==> config.mk <==
export PLATFORM = sky130hd
export DESIGN_NAME = chop_demod
export DESIGN_NICKNAME = d
export VERILOG_FILES = /design/src/rtl/chop_demod_pkg.sv /design/src/rtl/sat_negate.sv /design/src/rtl/chop_demod.sv
export SDC_FILE = /design/constraint.sdc
export NUM_CORES = 1
export LEC_CHECK = 0
export CORE_MARGIN = 2
export CORE_UTILIZATION = 50
export CTS_CLUSTER_DIAMETER = 100
export DETAILED_ROUTE_END_ITERATION = 8
export MAX_ROUTING_LAYER = met4
export PLACE_DENSITY = 0.69
export SLEW_MARGIN = 20
export SYNTH_ARGS = -nofsm -noshare
export SYNTH_HDL_FRONTEND = slang
export SYNTH_SLANG_ARGS = --single-unit
==> constraint.sdc <==
create_clock -name adc_data_clk -period 4.9 [get_ports adc_data_clk]
set_clock_uncertainty 0.05 [all_clocks]
set_input_delay 1.225 -clock adc_data_clk [delete_from_list [all_inputs] [get_ports adc_data_clk]]
set_output_delay 1.225 -clock adc_data_clk [all_outputs]
set_load 0.005 [all_outputs]
==> src/rtl/chop_demod_pkg.sv <==
// Shared defaults and helpers for the receive-side chop demodulator.
// Default widths and the chop polarity must agree with the chopper generator.
package chop_demod_pkg;

  localparam int   ADC_DW_DEF       = 18;
  localparam int   N_CHAN_DEF       = 32;
  localparam logic CHOP_DEFAULT_DEF = 1'b0;
  localparam int   MAX_HOLD_DEF     = 8;
  localparam int   CHAN_W           = 6;
  localparam int   HOLD_CNT_W       = 4;

  // Saturating increment so a very long hold window cannot wrap back below the trip level
  function automatic logic [HOLD_CNT_W-1:0] hold_cnt_inc(input logic [HOLD_CNT_W-1:0] cnt);
    if (cnt == {HOLD_CNT_W{1'b1}}) begin
      hold_cnt_inc = cnt;
    end else begin
      hold_cnt_inc = cnt + HOLD_CNT_W'(1);
    end
  endfunction

endpackage

==> src/rtl/sat_negate.sv <==
// Conditional two's-complement negate that clamps the most negative code to the
// most positive one instead of wrapping.
module sat_negate #(
  parameter int W = 18
) (
  input  logic                neg,
  input  logic signed [W-1:0] din,
  output logic signed [W-1:0] dout
);

  localparam logic signed [W-1:0] MIN_V = {1'b1, {(W-1){1'b0}}};
  localparam logic signed [W-1:0] MAX_V = {1'b0, {(W-1){1'b1}}};

  // Select pass-through, exact negation, or the saturated positive limit
  always_comb begin
    dout = din;
    if (neg) begin
      if (din == MIN_V) begin
        dout = MAX_V;
      end else begin
        dout = -din;
      end
    end else begin
      dout = din;
    end
  end

endmodule

==> src/rtl/chop_demod.sv <==
// Receive-side dechopper: undoes the +/-1 chop modulation per sample and substitutes each
// channel's last good value during generator hold windows. Two register stages, no backpressure.
module chop_demod
  import chop_demod_pkg::*;
#(
  parameter int   ADC_DW       = ADC_DW_DEF,
  parameter int   N_CHAN       = N_CHAN_DEF,
  parameter logic CHOP_DEFAULT = CHOP_DEFAULT_DEF,
  parameter int   MAX_HOLD     = MAX_HOLD_DEF
) (
  input  logic              adc_data_clk,
  input  logic              reset_n,
  input  logic              chop_en,
  input  logic              chop_dly_i,
  input  logic              data_hold_i,
  input  logic              s_valid,
  input  logic [CHAN_W-1:0] s_chan,
  input  logic [ADC_DW-1:0] s_data,
  output logic              m_valid,
  output logic [CHAN_W-1:0] m_chan,
  output logic [ADC_DW-1:0] m_data,
  output logic              m_held,
  output logic              period_stb_o,
  output logic              err_chan_o,
  output logic              err_hold_o
);

  localparam int                    IDX_W     = (N_CHAN > 1) ? $clog2(N_CHAN) : 1;
  localparam logic [CHAN_W:0]       N_CHAN_L  = (CHAN_W + 1)'(N_CHAN);
  localparam logic [HOLD_CNT_W-1:0] HOLD_TRIP = HOLD_CNT_W'(MAX_HOLD + 1);

  logic              neg_s;
  logic              chan_ok_s;
  logic [ADC_DW-1:0] neg_data_s;
  logic              held_sel_s;
  logic              frame_s;
  logic [HOLD_CNT_W-1:0] hold_next_s;

  logic              v1_r;
  logic [CHAN_W-1:0] chan1_r;
  logic [ADC_DW-1:0] data1_r;
  logic              chop1_r;
  logic              hold1_r;
  logic              en1_r;
  logic              prev_chop0_r;
  logic [HOLD_CNT_W-1:0] hold_cnt_r;
  logic [ADC_DW-1:0] last_good_r [N_CHAN];

  // Stage-1 decode: negate when enabled and the captured phase is the inverted level
  always_comb begin
    neg_s       = chop_en && (chop_dly_i != CHOP_DEFAULT);
    chan_ok_s   = ({1'b0, s_chan} < N_CHAN_L);
    held_sel_s  = en1_r && hold1_r;
    frame_s     = v1_r && (chan1_r == {CHAN_W{1'b0}});
    hold_next_s = hold_cnt_inc(hold_cnt_r);
  end

  sat_negate #(.W(ADC_DW)) u_sat_negate (
    .neg  (neg_s),
    .din  (s_data),
    .dout (neg_data_s)
  );

  // Stage 1: capture the sample with its own phase/hold/enable; illegal channels are dropped here
  always_ff @(posedge adc_data_clk) begin
    if (!reset_n) begin
      v1_r       <= 1'b0;
      chan1_r    <= {CHAN_W{1'b0}};
      data1_r    <= {ADC_DW{1'b0}};
      chop1_r    <= CHOP_DEFAULT;
      hold1_r    <= 1'b0;
      en1_r      <= 1'b0;
      err_chan_o <= 1'b0;
    end else begin
      v1_r <= s_valid && chan_ok_s;
      if (s_valid) begin
        chan1_r <= s_chan;
        data1_r <= neg_data_s;
        chop1_r <= chop_dly_i;
        hold1_r <= data_hold_i;
        en1_r   <= chop_en;
      end
      if (s_valid && !chan_ok_s) begin
        err_chan_o <= 1'b1;
      end
    end
  end

  // Stage 2: registered outputs, last-good substitution and chop period detection on chan 0
  always_ff @(posedge adc_data_clk) begin
    if (!reset_n) begin
      m_valid      <= 1'b0;
      m_chan       <= {CHAN_W{1'b0}};
      m_data       <= {ADC_DW{1'b0}};
      m_held       <= 1'b0;
      period_stb_o <= 1'b0;
      prev_chop0_r <= CHOP_DEFAULT;
      for (int i = 0; i < N_CHAN; i++) begin
        last_good_r[i] <= {ADC_DW{1'b0}};
      end
    end else begin
      m_valid      <= v1_r;
      m_held       <= 1'b0;
      period_stb_o <= 1'b0;
      if (v1_r) begin
        m_chan <= chan1_r;
        if (held_sel_s) begin
          m_data <= last_good_r[chan1_r[IDX_W-1:0]];
          m_held <= 1'b1;
        end else begin
          m_data <= data1_r;
          last_good_r[chan1_r[IDX_W-1:0]] <= data1_r;
        end
      end
      if (frame_s) begin
        prev_chop0_r <= chop1_r;
        period_stb_o <= en1_r && (chop1_r == CHOP_DEFAULT) && (prev_chop0_r != CHOP_DEFAULT);
      end
    end
  end

  // Hold-window length in chan-0 frames; the error flag is sticky until reset
  always_ff @(posedge adc_data_clk) begin
    if (!reset_n) begin
      hold_cnt_r <= {HOLD_CNT_W{1'b0}};
      err_hold_o <= 1'b0;
    end else if (!chop_en) begin
      hold_cnt_r <= {HOLD_CNT_W{1'b0}};
    end else if (frame_s) begin
      if (hold1_r) begin
        hold_cnt_r <= hold_next_s;
        if (hold_next_s >= HOLD_TRIP) begin
          err_hold_o <= 1'b1;
        end
      end else begin
        hold_cnt_r <= {HOLD_CNT_W{1'b0}};
      end
    end
  end

endmodule

==> metrics.md, run 1 <==
| Metric | Value |
|---|---|
| Setup WS pre-CTS | approximately 0.96 ns |
| 1st-iter DRT viols | roughly 2,300 |
| Core Rows | around 90 |
| Number of buffers inserted by port buffering | 58 |
| Die area | 60,600 um^2 |
| Post-synth EDFFs | between 500 and 600 |
| Count leader, synth | and2_1 |
| Die X | 246 um |
| Max-slew headroom | 0.196 |
| Hold WS | around 0.42 ns |
| CTS tree | built |
| CP startpoint kind | primary input |
| Gpl congestion | around 1 |
| Drt pass-1 iters | 6 |
| Critical path buffers and inverters | 2 |
| CP Class | in2reg |
| Synth area leaders | edfxtp_1, and2_1, mux2i_1, dfxtp_1, mux4_2 |
| Overall Global Routing Usage | 0.285 |
| Synthesized area | ~30,000 um^2 |
| Final core occ | 0.568 |
| Crit end category | register |
| TritonCTS buffer count | slightly below 70 |
| Initial antenna violation count | 3 |
| Post-Place Cells | 2,931 |
| Placed wire-length estimate | approximately 52,000 um |
| Post-CTS setup buffers | 0 |
| Actual slew at the worst max-slew pin | approximately 1.2 ns |
| Syn Area/Cell | between 10 and 15 um^2 |
| Cells after Synth | about 2,200 |
| Crit path cell chain | buf_2 > nand2_2 > inv_2 > nand2_2 > or3_1 > nor2_2 > and2_1 |
| Status | finished, final reports clean |
| Post-synth net total | 2,243 |
| Warnings from Yosys | 0 |
| Global-route wire length before repair | between 100,000 and 150,000 um |
| Fin area | between 30,000 and 40,000 um^2 |
| Final Worst Setup Slack | 1.49 ns |
| Final Hold Viols | 0 |
| Core ar. | just under 60,000 um^2 |
| Top Ports | around 60 |
| Post-synthesis sequential area ratio | 0.632 |
| FILL cells | between 4,000 and 5,000 |
| Post-Layout Cell Count | between 3,000 and 4,000 |
| WL final | a little over 80,000 um |
| Overall power | between 10 and 15 mW |
| Flip-flop and latch area | between 15,000 and 20,000 um^2 |
| Async SR Flop Fraction | 0 |
| Post-synth top cells | and2_1, edfxtp_1, mux2i_1 |
| CP delay by family, top | simple AND/OR/NAND/NOR gates |
| DR vias/cell | approximately 6.0 |
| GRT overflow | 0 |
| Leak | 11.5 nW |
| Top cell by count, worst path | nand2_2 |
| Period utilization | 0.697 |
| Finish-stage setup viols | 0 |
| RSZ-0062 raised after global routing | false |
| Fmax achieved | between 0.2 and 0.3 GHz |
| Vias in the first global route | approximately 18,000 |
| Arrival time at the worst endpoint | ~3.8 ns |
| Max-Cap Viols | 0 |
| Post-cts resize count | 0 |
| Worst skew pair latency | just over 0.6 ns |
| Worst-path fanout max | 18 |
| Final min period | about 3.4 ns |
| Top-area cell type share of the netlist area | 0.590 |
| Final Slew Violations | 0 |
| Dominant synthesized flop cell | edfxtp_1 |
| Number of synthesized register bits | about 640 |
| Max VDD drop | ~0.24 mV |
| Footprint of the multi-input gates | between 9000 and 10,000 um^2 |
| Placed instance area | just over 30,000 um^2 |
| Worst-path clk slew | approximately 0.05 ns |
| Sink Count | between 600 and 700 |
| Vias | approximately 18,000 |
| Root buffer cell | clkbuf_16 |
| Detail Route Antenna Nets | 0 |
| Initial Util | 0.508 |
| PD cells | 368 nW/um^2 |
| DRC Markers | 0 |
| HP Class | reg2reg |
| WP data required | 5.31 ns |
| H-tree depth | 3 |
| Post-synth top area cell | edfxtp_1 |
| Clock buffer depth | 3 |
| Nets | between 2,000 and 2,500 |
| Layout cells sized above 1 | 0.112 |
| P&R area growth vs syn | 11.9% |
| Die height | 246 um |
| Synth unique cells | 63 |
| Crit-path slowest cell | or3_1 |
| Largest net degree at the start of global routing | 96 |
| Critical path's largest stage delay | approximately 0.83 ns |
| Post-DR wirelength/cell | between 20 and 30 um |
| Cts-stage hold buffer count | 0 |
| Total Neg Setup Slack | 0 ns |
==> worst reg2reg max path: cells and delay by family, from the launching register on <==
kind	cells	cell delay, ns
and+or+nand+nor	5	2.30
buffers and inverters	2	0.60
DFF	1	0.31
==> area by class of cell <==
class / count / area share
well taps: 765 / 0.0291
diodes: 1 / 0.0000762
inverters: 7 / 0.000800
clock inverters: 32 / 0.00667
multi-input cells: 1383 / 0.304
clock buffers: 87 / 0.0581
repair buffers: 138 / 0.0366
flip-flops and latches: 638 / 0.565
==> final timing paths <==
kind | startpoint | to | depth (start not counted) | slack, ns
hold reg to reg | prev_chop0_r | prev_chop0_r | 2 | 0.42
hold / removal | prev_chop0_r | prev_chop0_r | 2 | 0.42
setup / recovery | reset_n | last_good_r[12][12] | 7 | 1.49
setup reg to reg | v1_r | last_good_r[12][12] | 7 | 1.50
==> registers in the layout, summed over array words and instances (netlist names), 4 cells and up <==
name,flops
data1_r,18
hold_cnt_r,4
last_good_r,576
chan1_r,6
m_chan,6
m_data,18
==> routing by layer <==
metal	global-route usage	up-vias	wire length (um)
met1	0.376	9187	33300
met2	0.431	896	38200
met3	0.0572	204	7610
met5	-	-	0
met4	0.120	0	3590
li1	-	8079	-
==> logic make-up (layout without fill, tap and decap cells) <==
logic type                 count (synthesis)  in the layout  share of synthesized area
other                                      0              1                          0
buffers and inverters                    190            264                     0.0286
adders and majority gates                  2              2                   0.000853
AOI/OAI and AO/OA                        233            233                     0.0488
muxes                                    268            268                      0.108
xor gates and xnor gates                  15             15                    0.00448
DFF                                      638            638                      0.632
and+or+nand+nor                          865            865                      0.178
==> cells in the final DEF (no fill, tap or decap), drive strengths merged, types with 5 or more instances in the layout <==
cell type and n:
a211o 5, a21oi 34, a22oi 30, and2 584, and3 5, and4 11, buf 81, clkbuf 87
clkdlybuf4s50 57, clkinv 28, dfxtp 62, edfxtp 576, inv 7, mux2i 228, mux4 38, nand2 54
nand2b 6, nand3 10, nand3b 13, nand4 17, nand4b 5, nand4bb 5, nor2 101, nor2b 6
nor3 10, nor4 14, o21ai 79, o221ai 6, o22ai 59, or3 9, xnor2 10, xor2 5
==> power breakdown <==
| part | leakage [nW] | switching [mW] | total, mW | internal (mW) |
|---|---|---|---|---|
| sequential | 6.43 | 0.108 | 6.21 | 6.10 |
| combinational | 4.04 | 0.624 | 0.910 | 0.285 |
| clock | 1.05 | 2.08 | 4.98 | 2.90 |
| total | 11.5 | 2.81 | 12.1 | 9.29 |
Note: power is estimated with default switching activity, not from simulation.
==> run 2: changes to the inputs <==
==> constraint.sdc (replaced) <==
create_clock -name adc_data_clk -period 3.4 [get_ports adc_data_clk]
set_clock_uncertainty 0.05 [all_clocks]
set_input_delay 0.85 -clock adc_data_clk [delete_from_list [all_inputs] [get_ports adc_data_clk]]
set_output_delay 0.85 -clock adc_data_clk [all_outputs]
set_load 0.005 [all_outputs]
==> metrics.md, run 2 (same netlist as run 1, synthesis figures left out) <==
| Metric | Value |
|---|---|
| Status | finished, final reports clean |
| Global-route wire length before repair | 123,000 um (+2.5%) |
| Die height | 246 um (unchanged) |
| Period utilization | 0.876 |
| Number of buffers inserted by port buffering | 58 (unchanged) |
| Initial antenna violation count | 5 (+2) |
| WL final | 84,300 um (+1.9%) |
| Post-DR wirelength/cell | 27.0 um (-0.35%) |
| Commonest non-fill, non-tap cells in the layout | and2_1, edfxtp_1, mux2i_1, buf_4, nor2_1 |
| H-tree depth | 3 (unchanged) |
| Final min period | roughly 3 ns |
| FILL cells | 4,565 (-0.15%) |
| P&R area growth vs syn | 13.7% |
| Worst-path clk slew | 0.06 ns (about the same) |
| Final Hold Viols | 0 (unchanged) |
| Actual slew at the worst max-slew pin | 1.15 ns (-0.0573 ns) |
| Most common cell after layout, fill and taps aside | and2_1 |
| Arrival time at the worst endpoint | 3.41 ns (-0.42 ns) |
| Most flops, register | last_good_r |
| Vias in the first global route | 18,300 (+2.1%) |
| HP Class | reg2reg |
| Crit end category | register |
| Core Rows | 88 (unchanged) |
| Placed wire-length estimate | 55,600 um (+6.1%) |
| Finish-stage setup viols | 0 (unchanged) |
| Top Ports | 59 (unchanged) |
| Post-cts resize count | 0 (unchanged) |
| PD cells | 523 nW/um^2 (+42%) |
| Largest net degree at the start of global routing | 70 (-27%) |
| Final Slew Violations | 0 (unchanged) |
| Max VDD drop | 0.339 mV (+44%) |
| Leak | 11.8 nW (+2.6%) |
| 1st-iter DRT viols | 2,507 (+9.6%) |
| Max reg flops | 576 (unchanged) |
| Clock buffer depth | 3 (unchanged) |
| DRC Markers | 0 (unchanged) |
| Cts-stage hold buffer count | 0 (unchanged) |
| Core ar. | 57,800 um^2 (unchanged) |
| Crit-path slowest cell | dfxtp_4 |
| Crit path cell chain | buf_4 > or4b_2 > o22ai_1 > or3_1 > nor4_1 > a21oi_1 |
| Gpl congestion | 0.981 (+0.21%) |
| Detail Route Antenna Nets | 0 (unchanged) |
| TritonCTS buffer count | 68 (-1.4%) |
| R2R setup slack | 0.42 ns (-1.08 ns) |
| Final core occ | 0.577 (+0.00870) |
| Overall power | 17.4 mW (+44%) |
| Post-CTS setup buffers | 0 (unchanged) |
| CP Class | reg2reg |
| CP startpoint kind | register |
| Sink Count | 638 (unchanged) |
| Worst skew pair latency | 0.63 ns (about the same) |
| Overall Global Routing Usage | 0.290 (+0.00557) |
| CTS tree | built |
| Critical path's largest stage delay | 0.62 ns (-0.21 ns) |
| Flip-flop and latch area | 18,500 um^2 (about the same) |
| CP delay by family, top | simple AND/OR/NAND/NOR gates |
| GRT overflow | 0 (unchanged) |
| Layout cells sized above 1 | 0.134 (+0.0215) |
| Max-Cap Viols | 0 (unchanged) |
| DR vias/cell | 6.05 (+0.44%) |
| Initial Util | 0.508 (unchanged) |
| Fmax achieved | 0.336 GHz |
| RSZ-0062 raised after global routing | false |
| Worst-path fanout max | 23 (+5) |
| Die area | 60,600 um^2 (unchanged) |
| Root buffer cell | clkbuf_16 |
| Nets | 2,329 (+2.6%) |
| Max-slew headroom | 0.233 (+0.0372) |
| Biggest regs | last_good_r: 576 flops, data1_r: 18 flops, m_data: 18 flops |
| Footprint of the multi-input gates | 9970 um^2 (-0.11%) |
| Drt pass-1 iters | 6 (unchanged) |
| Die X | 246 um (unchanged) |
| Critical path buffers and inverters | 1 (-1) |
| WP data required | 3.83 ns (-1.48 ns) |
| Vias | 18,900 (+2.7%) |
## run 2: layer usage
| layer | up-vias | routed length [um] | GRT usage |
|---|---|---|---|
| met4 | 0 | 3540 | 0.115 |
| met3 | 179 | 8600 | 0.0568 |
| met1 | 9472 | 34300 | 0.403 |
| met5 | - | 0 | - |
| li1 | 8211 | - | - |
| met2 | 1008 | 37900 | 0.422 |
## run 2: path summary, 6_finish.rpt
kind / startpoint / endpoint / cells past startpoint
worst max register to register: chan1_r[0] / m_data[8] / 6
worst max-delay path: chan1_r[0] / m_data[8] / 6
worst min-delay path: prev_chop0_r / prev_chop0_r / 2
worst min register to register: prev_chop0_r / prev_chop0_r / 2
## run 2: cell type report
type | count | share of cell area
Multi-Input combinational cell | 1383 | 0.299
Tap cell | 765 | 0.0287
Timing Repair Buffer | 199 | 0.0528
Inverter | 7 | 0.000788
Clock inverter | 40 | 0.00792
Clock buffer | 85 | 0.0545
Sequential cell | 638 | 0.556
Antenna cell | 4 | 0.000300
## run 2: stage by stage
step / setup slack, ns / cells / area (um^2) / hold slack (ns) / TNS, ns
2_1_floorplan: -0.266 / 2211 / 29300 / 0.386 / -54.70
3_3_place_gp: 0.265 / 2992 / 31300 / 0.392 / 0
3_5_place_dp: 0.254 / 2992 / 31300 / 0.409 / 0
4_1_cts: 0.518 / 3117 / 33300 / 0.417 / 0
5_1_grt: 0.403 / 3120 / 33300 / 0.446 / 0
6_report: 0.420 / 3121 / 33300 / 0.420 / 0
## run 2: report_power, final
part / leakage, nW / internal [mW] / switching, mW / total (mW)
Combinational: 4.37 / 0.456 / 0.936 / 1.39
Sequential: 6.43 / 8.79 / 0.166 / 8.96
Clock: 1.02 / 3.96 / 3.12 / 7.09
## run 2: worst reg2reg max path, stage by stage (launching register included)
cell	delay [ns]
dfxtp_4	0.62
buf_4	0.51
or4b_2	0.38
o22ai_1	0.12
or3_1	0.43
nor4_1	0.61
a21oi_1	0.13
